[src/rtl/multicycle_ctrl_pkg.sv]
// Shared types for the multi-cycle RV32I sequencer: state encoding,
// RV32I base opcodes and the opcode classification record.
package multicycle_ctrl_pkg;

  typedef enum logic [2:0] {
    S_INIT   = 3'd0,
    S_FETCH  = 3'd1,
    S_DECODE = 3'd2,
    S_EXEC   = 3'd3,
    S_MEM    = 3'd4,
    S_WB     = 3'd5,
    S_HALT   = 3'd7
  } state_e;

  localparam logic [6:0] OP_LUI    = 7'b0110111;
  localparam logic [6:0] OP_AUIPC  = 7'b0010111;
  localparam logic [6:0] OP_JAL    = 7'b1101111;
  localparam logic [6:0] OP_JALR   = 7'b1100111;
  localparam logic [6:0] OP_BRANCH = 7'b1100011;
  localparam logic [6:0] OP_LOAD   = 7'b0000011;
  localparam logic [6:0] OP_STORE  = 7'b0100011;
  localparam logic [6:0] OP_OP     = 7'b0110011;
  localparam logic [6:0] OP_OPIMM  = 7'b0010011;

  typedef struct packed {
    logic legal;
    logic is_mem;
    logic is_store;
    logic is_branch;
    logic writes_rd;
  } opclass_t;

endpackage

[src/rtl/multicycle_ctrl_opclass.sv]
// Combinational opcode classifier: tells the sequencer which path an
// instruction takes through EXEC/MEM/WB and whether it writes rd.
module ctrl_opclass
  import multicycle_ctrl_pkg::*;
(
  input  logic [6:0] opcode,
  output opclass_t   cls
);

  always_comb begin
    cls = '0;
    case (opcode)
      OP_LUI, OP_AUIPC, OP_JAL, OP_JALR, OP_OP, OP_OPIMM: begin
        cls.legal     = 1'b1;
        cls.writes_rd = 1'b1;
      end
      OP_LOAD: begin
        cls.legal     = 1'b1;
        cls.is_mem    = 1'b1;
        cls.writes_rd = 1'b1;
      end
      OP_STORE: begin
        cls.legal    = 1'b1;
        cls.is_mem   = 1'b1;
        cls.is_store = 1'b1;
      end
      OP_BRANCH: begin
        cls.legal     = 1'b1;
        cls.is_branch = 1'b1;
      end
      default: cls = '0;
    endcase
  end

endmodule

[src/rtl/multicycle_ctrl.sv]
// Main sequencing FSM of the multi-cycle RV32I core: walks each instruction
// through FETCH/DECODE/EXEC/MEM/WB and strobes IR/PC/RF write enables.
module multicycle_ctrl
  import multicycle_ctrl_pkg::*;
#(
  parameter int MEM_TIMEOUT = 255
) (
  input  logic        clk,
  input  logic        rst,
  input  logic [31:0] inst,
  input  logic        imem_ready,
  input  logic        dmem_ready,
  output logic        imem_req,
  output logic        dmem_req,
  output logic        dmem_we,
  output logic        ir_we,
  output logic        pc_we,
  output logic        rf_we,
  output logic [2:0]  state,
  output logic        halted,
  output logic        err,
  output logic [31:0] retired
);

  localparam logic [7:0] TMO_LAST = 8'(MEM_TIMEOUT - 1);

  state_e      state_q, state_d;
  logic [7:0]  tmo_q, tmo_d;
  logic        err_q, err_d;
  logic [31:0] retired_q, retired_d;
  opclass_t    cls;
  logic        rd_is_zero;
  logic        unused_inst;

  assign unused_inst = ^inst[31:12];
  assign rd_is_zero  = (inst[11:7] == 5'd0);

  ctrl_opclass u_opclass (
    .opcode (inst[6:0]),
    .cls    (cls)
  );

  always_comb begin
    state_d   = state_q;
    tmo_d     = 8'd0;
    err_d     = err_q;
    imem_req  = 1'b0;
    dmem_req  = 1'b0;
    dmem_we   = 1'b0;
    ir_we     = 1'b0;
    pc_we     = 1'b0;
    rf_we     = 1'b0;
    case (state_q)
      S_INIT: state_d = S_FETCH;
      S_FETCH: begin
        imem_req = 1'b1;
        if (imem_ready) begin
          ir_we   = 1'b1;
          state_d = S_DECODE;
        end else if (tmo_q == TMO_LAST) begin
          state_d = S_HALT;
          err_d   = 1'b1;
        end else begin
          tmo_d = tmo_q + 8'd1;
        end
      end
      S_DECODE: begin
        if (cls.legal) begin
          state_d = S_EXEC;
        end else begin
          state_d = S_HALT;
          err_d   = 1'b1;
        end
      end
      S_EXEC: begin
        if (cls.is_mem) begin
          state_d = S_MEM;
        end else if (cls.is_branch) begin
          pc_we   = 1'b1;
          state_d = S_FETCH;
        end else begin
          state_d = S_WB;
        end
      end
      // A store retires straight out of MEM; a load still needs WB.
      S_MEM: begin
        dmem_req = 1'b1;
        dmem_we  = cls.is_store;
        if (dmem_ready) begin
          if (cls.is_store) begin
            pc_we   = 1'b1;
            state_d = S_FETCH;
          end else begin
            state_d = S_WB;
          end
        end else if (tmo_q == TMO_LAST) begin
          state_d = S_HALT;
          err_d   = 1'b1;
        end else begin
          tmo_d = tmo_q + 8'd1;
        end
      end
      S_WB: begin
        pc_we   = 1'b1;
        rf_we   = cls.writes_rd && !rd_is_zero;
        state_d = S_FETCH;
      end
      S_HALT: state_d = S_HALT;
      default: begin
        state_d = S_HALT;
        err_d   = 1'b1;
      end
    endcase
    retired_d = pc_we ? retired_q + 32'd1 : retired_q;
  end

  always_ff @(posedge clk or posedge rst) begin
    if (rst) begin
      state_q   <= S_INIT;
      tmo_q     <= 8'd0;
      err_q     <= 1'b0;
      retired_q <= 32'd0;
    end else begin
      state_q   <= state_d;
      tmo_q     <= tmo_d;
      err_q     <= err_d;
      retired_q <= retired_d;
    end
  end

  assign state   = state_q;
  assign halted  = (state_q == S_HALT);
  assign err     = err_q;
  assign retired = retired_q;

endmodule

[config.mk]
export PLATFORM = sky130hd
export DESIGN_NAME = multicycle_ctrl
export DESIGN_NICKNAME = d
export VERILOG_FILES = /design/src/rtl/multicycle_ctrl_pkg.sv /design/src/rtl/multicycle_ctrl_opclass.sv /design/src/rtl/multicycle_ctrl.sv
export SDC_FILE = /design/constraint.sdc
export NUM_CORES = 1
export LEC_CHECK = 0
export ABC_AREA = 1
export CORE_UTILIZATION = 50
export CTS_BUF_LIST = sky130_fd_sc_hd__clkbuf_8
export DETAILED_ROUTE_END_ITERATION = 6
export PLACE_DENSITY = 0.82
export SLEW_MARGIN = 20
export SYNTH_ARGS = -nofsm -noshare
export SYNTH_HDL_FRONTEND = slang
export SYNTH_SLANG_ARGS = --single-unit
[constraint.sdc]
create_clock -name clk -period 2.04 [get_ports clk]
set_input_delay 0.306 -clock clk [delete_from_list [all_inputs] [get_ports clk]]
set_output_delay 0.306 -clock clk [all_outputs]
set_load 0.1 [all_outputs]
==> run summary, run 1 <==
Clock skew on the completed layout was measured at 0.00213 ns. The share of power burned in combinational logic was 51.9%; the remaining antenna violation count was 0. After layout, the design draws a total of 3.69 mW.

The run gives 202 as the count of routing violations after the opening detailed-route iteration. The actual transition at the worst max-transition pin came out at 0.732 ns. Worst-case setup slack after placement: -0.00959 ns. The library cells used most frequently in the layout, excluding fill and tap cells, are nand2_1 (184), nor2_1 (69), nand3_1 (53). Of all nets on the critical path, the largest fanout is 4. The power density over the cells was 976 nW/um2; the number of remaining DRC errors was 0. The sort of element at the start of the critical path is a primary input. Critical path endpoint category: a primary output. The run gives 1.67 ns as the signal arrival time at the worst endpoint. After floorplanning, the core was divided into 27 placement rows. The logs give 1.86 mW for the internal power consumption and 4 for the iteration count of the initial detailed-routing pass. Setup violations remaining at the end of the flow were counted as 0.

The critical path's top delay family is buffers and inverters. Across the VDD grid, the largest voltage drop is 1.22 mV. The area of the mapped netlist came out at 2920 um2.

The run gives 0.898 as the final weighted congestion in routability-driven placement. After detailed routing, no signal wire sits above met4. TritonCTS built the clock tree. The global-route usage over all layers came out at 26.4%. The routed layout has 3055 vias. The reported leakage power was 1.77 nW.

The setup check on the worst reg-to-reg path leaves a slack of 0.27 ns. The number of hold-slack violations in the final timing report was 0. In this run the power spent charging and discharging nets is 1.83 mW.

The number of antenna diodes in the final layout is 0. The count of cells in the finished layout, fillers not included, comes to 599. The flow ran to the end, and the final reports show no timing, DRC or antenna violations.

The layout overhead on the synthesized area was 29.6%; the share of the clock period used by the worst path was 96.7%. The logs give 6160 um2 for the die outline area and 0.0672 ns for the setup slack after layout. In the final layout, the share of cells above drive strength 1 is 15.9%. For the length of routed met2 wiring, the log shows 3410 um. The setup path with the least slack is of type in -> out.

The library cell used most frequently in the layout, excluding fill and tap cells, is nand2_1. After global routing the overflow that remains totals 0. Synthesis produced 460 cells. Buffers placed on the I/O ports in this run total 58. The total routed wire length on the met1 layer came out at 3370 um. For the number of antenna violations at the first check in global routing, the log shows 0. Across the run, the number of max-cap violations was 0. The delay of the slowest cell on the worst path is 0.48 ns.

Final max-slew violation count: 0. The net count of the finished layout is 565. For the number of global-route vias before repair, the log shows 2889.

For this run, the number of Yosys warnings is 0. Clock tree synthesis inserted a total of 5 buffers. The HPWL reported at the end of detailed placement is 5720 um. The worst path needs 1.97 ns of the cycle, external delays included. The total wire length is 7290 um, and the net count after synthesis is 499.

The initial utilization of the core area, before any placement, comes to 52.4%. The endpoint identified for the worst register-to-register timing path is retired[22]. For the buffer depth of the longest clock path, the log shows 2.

The origin of the critical flop-to-flop path is state[0]. For the worst setup path, the data required time is 1.73 ns. The core region is 5570 um2. The clock drives 44 sinks.

Together, buffers and inverters on the worst path number 3. The first global-routing pass estimated 12900 um of wire. Clock insertion delay at the later pin of the skew report: 0.30 ns. The fraction of power consumed by the clock network was 17.9%; the number of cells in the design after placement was 591.

Once layout is complete, the utilization of the core stands at 67.9%. On the final layout, the worst hold slack is 0.296 ns. Counting flops and latches in the post-synthesis netlist gives 44. The critical path goes through clkdlybuf4s50_1, inv_1, nand2_1, o21ai_1, nand2_1, a211oi_4, buf_12. The number of cell instances on the worst register-to-register path was 4. Setup repair after global routing could not meet its margin everywhere. The tools report the total number of H-tree levels as 2. The most numerous cell on the critical path was nand2_1. Quantity of hold-fixing buffers added after cts: 0.

Entering global routing, the biggest net connects 36 pins. The post-synthesis sequential area ratio is 37.7%. Of the total power, registers draw 30.2%. The root buffer cell chosen for the clock tree is clkbuf_8. The die width was 78.5 um; the count of unique library cells instantiated by Yosys was 26.

For this run, the top clock speed supported by timing is 507 MHz. The routed length per instance was 12.2 um; the worst slew margin relative to its limit was 50.9%. The tools report the detailed route wirelength on metal3 as 407 um. Of the total power, the share spent switching nets is 49.6%. The average cell area after synthesis came out at 6.35 um2. After detailed routing, the number of vias per cell comes to 5.10. The I/O pin count came out at 79. The largest individual stage delay along the critical path comes from the cell clkdlybuf4s50_1. The floorplan step set the die height to 78.5 um. After clock tree synthesis, the clock-pin slew on the worst setup and hold paths is 0.08 ns. The path class of the tightest hold or removal check is in -> async.
-- final cells by class --
| type | count | area [um2] |
|---|---|---|
| well taps | 72 | 90.1 |
| inverters | 52 | 206 |
| flip-flops and latches | 44 | 1110 |
| clock buffers | 5 | 68.8 |
| clock inverters | 3 | 38.8 |
| repair buffers | 66 | 651 |
| fillers | 501 | 1790 |
| multi-input cells | 357 | 1620 |
-- sequential cells by signal (all words and copies together) (netlist names) --
register,count
retired,32
err,1
state,3
tmo_q,8
-- power by group through the flow --
stage               Clock [mW]  Sequential (mW)  Combinational (mW)
floorplan                    0             1.63               0.926
global placement             0             1.12                1.89
detailed placement           0             1.13                1.92
CTS                      0.680             1.12                1.92
global route             0.718             1.13                2.04
finish                   0.662             1.12                1.92
-- per-stage QoR --
step	TNS (ns)	cell area, um2
2_1_floorplan	-0.974	2990
3_3_place_gp	0	3660
3_5_place_dp	-0.00959	3660
4_1_cts	0	3770
5_1_grt	-0.0295	3790
6_report	0	3790
-- cell usage after synthesis (all sizes together) --
cell	number	area (um2)
a21oi	1	5.00
o31ai	1	7.51
and2	1	6.26
inv	52	195
nor3	8	40.0
nand4	1	6.26
nor3b	1	7.51
dfrtp	44	1100
o21ai	7	35.0
buf	7	58.8
nor4	1	6.26
xnor2	2	17.5
o22ai	2	12.5
a21boi	1	11.3
nand2	188	706
ha	3	37.5
a211oi	1	7.51
nor2	74	293
nand3	56	290
xor2	9	78.8
-- worst max path at each step --
stage | startpoint | to | slack [ns] | cells after the start
6_report | inst[6] | rf_we | 0.07 | 7
3_5_place_dp | inst[4] | retired[22] | -0.01 | 7
2_1_floorplan | state[1] | state[1] | -0.33 | 7
4_1_cts | inst[0] | rf_we | 0.02 | 8
3_3_place_gp | inst[4] | retired[22] | 0.05 | 7
5_1_grt | state[0] | pc_we | -0.02 | 6
-- what timing repair did --
| action | in CTS | in global routing |
|---|---|---|
| resized for setup | 0 | 7 |
| buffers inserted | 0 | 0 |
| setup endpoints to repair | 0 | 2 |
-- per-layer routing --
metal | global-route usage [%] | vias to the layer above
li1 | - | 1555
met1 | 34.9 | 1399
met2 | 43.3 | 91
met3 | 4.42 | 10
met4 | 9.44 | 0
met5 | 0 | -
-- cell families (layout without fill, tap and decap cells) --
group	after synthesis	after routing	share of synthesized area (%)
simple gates	330	330	46.4
buf+inv	59	126	8.69
flops	44	44	37.7
compound gates	13	13	2.70
xor+xnor	11	11	3.30
fa+ha+maj	3	3	1.28
No activity file was read; power rests on OpenSTA's default activity.
==> run 2: changes to the inputs <==
--- a/config.mk
+++ b/config.mk
@@ -7,8 +7,8 @@
 export LEC_CHECK = 0
 export ABC_AREA = 1
-export CORE_UTILIZATION = 50
+export CORE_UTILIZATION = 40
 export CTS_BUF_LIST = sky130_fd_sc_hd__clkbuf_8
 export DETAILED_ROUTE_END_ITERATION = 6
-export PLACE_DENSITY = 0.82
+export PLACE_DENSITY = 0.77
 export SLEW_MARGIN = 20
 export SYNTH_ARGS = -nofsm -noshare
==> constraint.sdc (replaced) <==
create_clock -name clk -period 2.04 [get_ports clk]
set_input_delay 0.51 -clock clk [delete_from_list [all_inputs] [get_ports clk]]
set_output_delay 0.51 -clock clk [all_outputs]
set_load 0.1 [all_outputs]
==> run 2 against run 1 <==
The flow now finishes with violations (negative setup slack). Hold slack better by 0.17 ns. Clock power down 12%. Sequential share of layout area down 4.3 points. Register-to-register slack worse by 0.08 ns.
==> run summary, run 2 (synthesis results as in run 1) <==
The floorplan has 30 rows. The layout net count was 584. The root buffer cell is clkbuf_8.

The count of nets left with antenna violations once routing finished came out at 0. In this run the number of H-tree levels came out at 2. The register with the most flip-flops in the layout has 32 of them.

For this run, the total global-route usage over all layers was measured as 23.2%. The actual transition at the worst max-transition pin is 0.771 ns, and the number of buffers inserted during clock tree synthesis is 5. The number of fill cells was 604. Setup repair after global routing could not meet its margin everywhere. Relative to the synthesized area, the layout overhead comes to 51.6%. The number of remaining DRC errors was 0; the delay of the slowest cell on the worst path was 0.53 ns.

The final weighted congestion in routability-driven placement is 0.954. In the layout the commonest cells are nand2_1 (179), nor2_1 (63), nand3_1 (52). Once layout is done, the placed cells without fillers occupy 4430 um2. After layout, the minimum clock period comes to 2.05 ns.

The final reports fail on negative setup slack. IR analysis of the VDD net gives a maximum drop of 1.21 mV. Detailed placement ended at an HPWL of 6090 um. The tools report the setup slack after layout as -0.00791 ns. Summed over all layers, the routed wires come to 8350 um.

The run gives 35 as the pin count of the biggest net entering global routing. Traced cell by cell, the critical path runs through nor2_4, nand2_2, nor2_4, nand2_2, nand3_4, buf_12. The placed instances occupy a cell area of 4130 um2. Between clock sinks in the finished design, the worst skew comes to 0.00967 ns. Clock-pin slew was measured on the worst setup and hold paths at 0.08 ns. Port buffering added 58 buffers. For this design, the sink count on the clock tree is 44. The library cell used most frequently in the layout, excluding fill and tap cells, is nand2_1. 0 antenna diodes ended up in the layout. For this design the ratio of total power to cell area is 911 nW/um2.

The multi-input combinational cells in the finished layout cover a total of 1710 um2. Global routing finished with a remaining overflow of 0. Measured along the x axis, the die boundary spans 87.5 um. The quantity of hold-fixing buffers added after cts came out at 0.

The final critical path takes up 100% of the cycle. The total stage count of the critical path came out at 6. Die height: 87.5 um.

For the number of global-route vias before repair, the log shows 2920. Overall power consumption after layout is estimated at 4.04 mW. In the routed layout, each cell is associated on average with a via count of 4.95.

The required time at the worst-slack endpoint was 1.53 ns. The path class of the tightest hold or removal check is in -> async. The tools report the max-capacitance violation count as 0. The wire length of the first global-routing pass was 13600 um; the worst-path maximum fanout was 6. The sum of buffers and inverters on the critical path was 1; the via count was 3175.

In this run the standard cell core region covers 6940 um2. The number of antenna violations at the first check in global routing came out at 0. Timing would allow up to 488 MHz.

Measured in cells, the most critical reg-to-reg path has a length of 6. The share of post-route cells with drive strength above 1 is 23.1%. Die outline area: 7650 um2. Data arrives at the worst endpoint at 1.54 ns. The tools report the number of failing setup endpoints in the final timing report as 1.

The final max-slew violation count came out at 0. In this run the deepest clock path goes through 2 buffers. The initial core utilization came out at 42.1%. Registers take 1110 um2. The type of the setup path with the least slack is reg -> out. 79 I/O pins were placed. The cell with the largest stage delay on the worst path is dfrtp_4. The run finished, with violations left. For this design the static power due to leakage is 1.97 nW. The clock insertion delay at the later pin of the skew report came out at 0.31 ns.

The worst slew margin relative to its limit was 48.3%. STA classifies the critical path startpoint as a flop. The tools report the number of hold-slack violations in the final timing report as 0. STA classifies the critical path endpoint as a primary output. TritonCTS built the clock tree. The critical path's top delay family is flip-flops. The first detailed-routing pass ran for 4 iterations.

The count of routing violations after the opening detailed-route iteration is 228. After detailed routing, the average wire length per cell comes to 13.0 um.
run 2: changes by cell type in the layout (fill, tap and decap cells not counted), moves of 3 or more:
cell	before	now
buf_2	0	3
nand2_1	184	179
clkbuf_2	0	3
nand2_2	4	7
buf_4	42	26
buf_12	9	43
dlygate4sd2_1	0	3
clkdlybuf4s50_1	13	5
nor2_1	69	63
inv_1	46	42
nor2_4	1	7
run 2: worst register-to-register path, delay by kind of cell, from the launching register on:
family                 cells  cell delay, ns
AOI/OAI and AO/OA          1            0.61
DFF                        1            0.53
and+or+nand+nor            3            0.36
buffers and inverters      2            0.29
run 2: routing by layer:
| metal | track usage [%] | part of all wire [%] | up-vias |
|---|---|---|---|
| li1 | - | - | 1599 |
| met1 | 28.8 | 43 | 1433 |
| met4 | 10.3 | 3.1 | 0 |
| met5 | 0 | 0 | - |
| met2 | 39.4 | 48 | 121 |
| met3 | 4.17 | 5.8 | 22 |
run 2: worst paths after layout:
| kind | from | endpoint | slack [ns] |
|---|---|---|---|
| max | state[0] | pc_we | -0.008 |
| min | rst | tmo_q[4] | 0.46 |
| max reg2reg | state[0] | retired[16] | 0.19 |
| min reg2reg | tmo_q[0] | tmo_q[0] | 0.49 |
| max in group asynchronous | rst | state[2] | 1.07 |
| min in group clk | tmo_q[0] | tmo_q[0] | 0.49 |
run 2: final cells by class:
class	instances	share of cell area, %
clock buffer	6	1.86
clock inverter	2	0.226
inverter	52	4.77
multi-input combinational	357	38.5
sequential	44	25.2
tap	96	2.71
timing repair buffer	85	26.7
run 2: where the power goes:
part / total, mW / switching [mW] / internal [mW]
registers: 1.17 / 0.187 / 0.983
clock network: 0.581 / 0.310 / 0.271
logic: 2.29 / 1.50 / 0.789
run 2: timing repair:
item                       in CTS  in global routing
pin swaps                      10                  7
setup endpoints to repair       5                  5
setup buffers                  12                  5
gates resized for setup        39                 21
run 2: through the flow:
step                worst slack, ns  hold slack [ns]  utilization [%]  setup TNS (ns)  std cells
floorplan                    -0.429            0.454                -           -2.45        460
global placement             -0.371            0.460             59.5           -7.68        617
detailed placement           -0.430            0.467             59.5           -8.99        617
CTS                         -0.0173            0.473             62.6         -0.0231        637
global route                -0.0626            0.491             63.8          -0.199        642
finish                     -0.00791            0.462             63.8        -0.00791        642
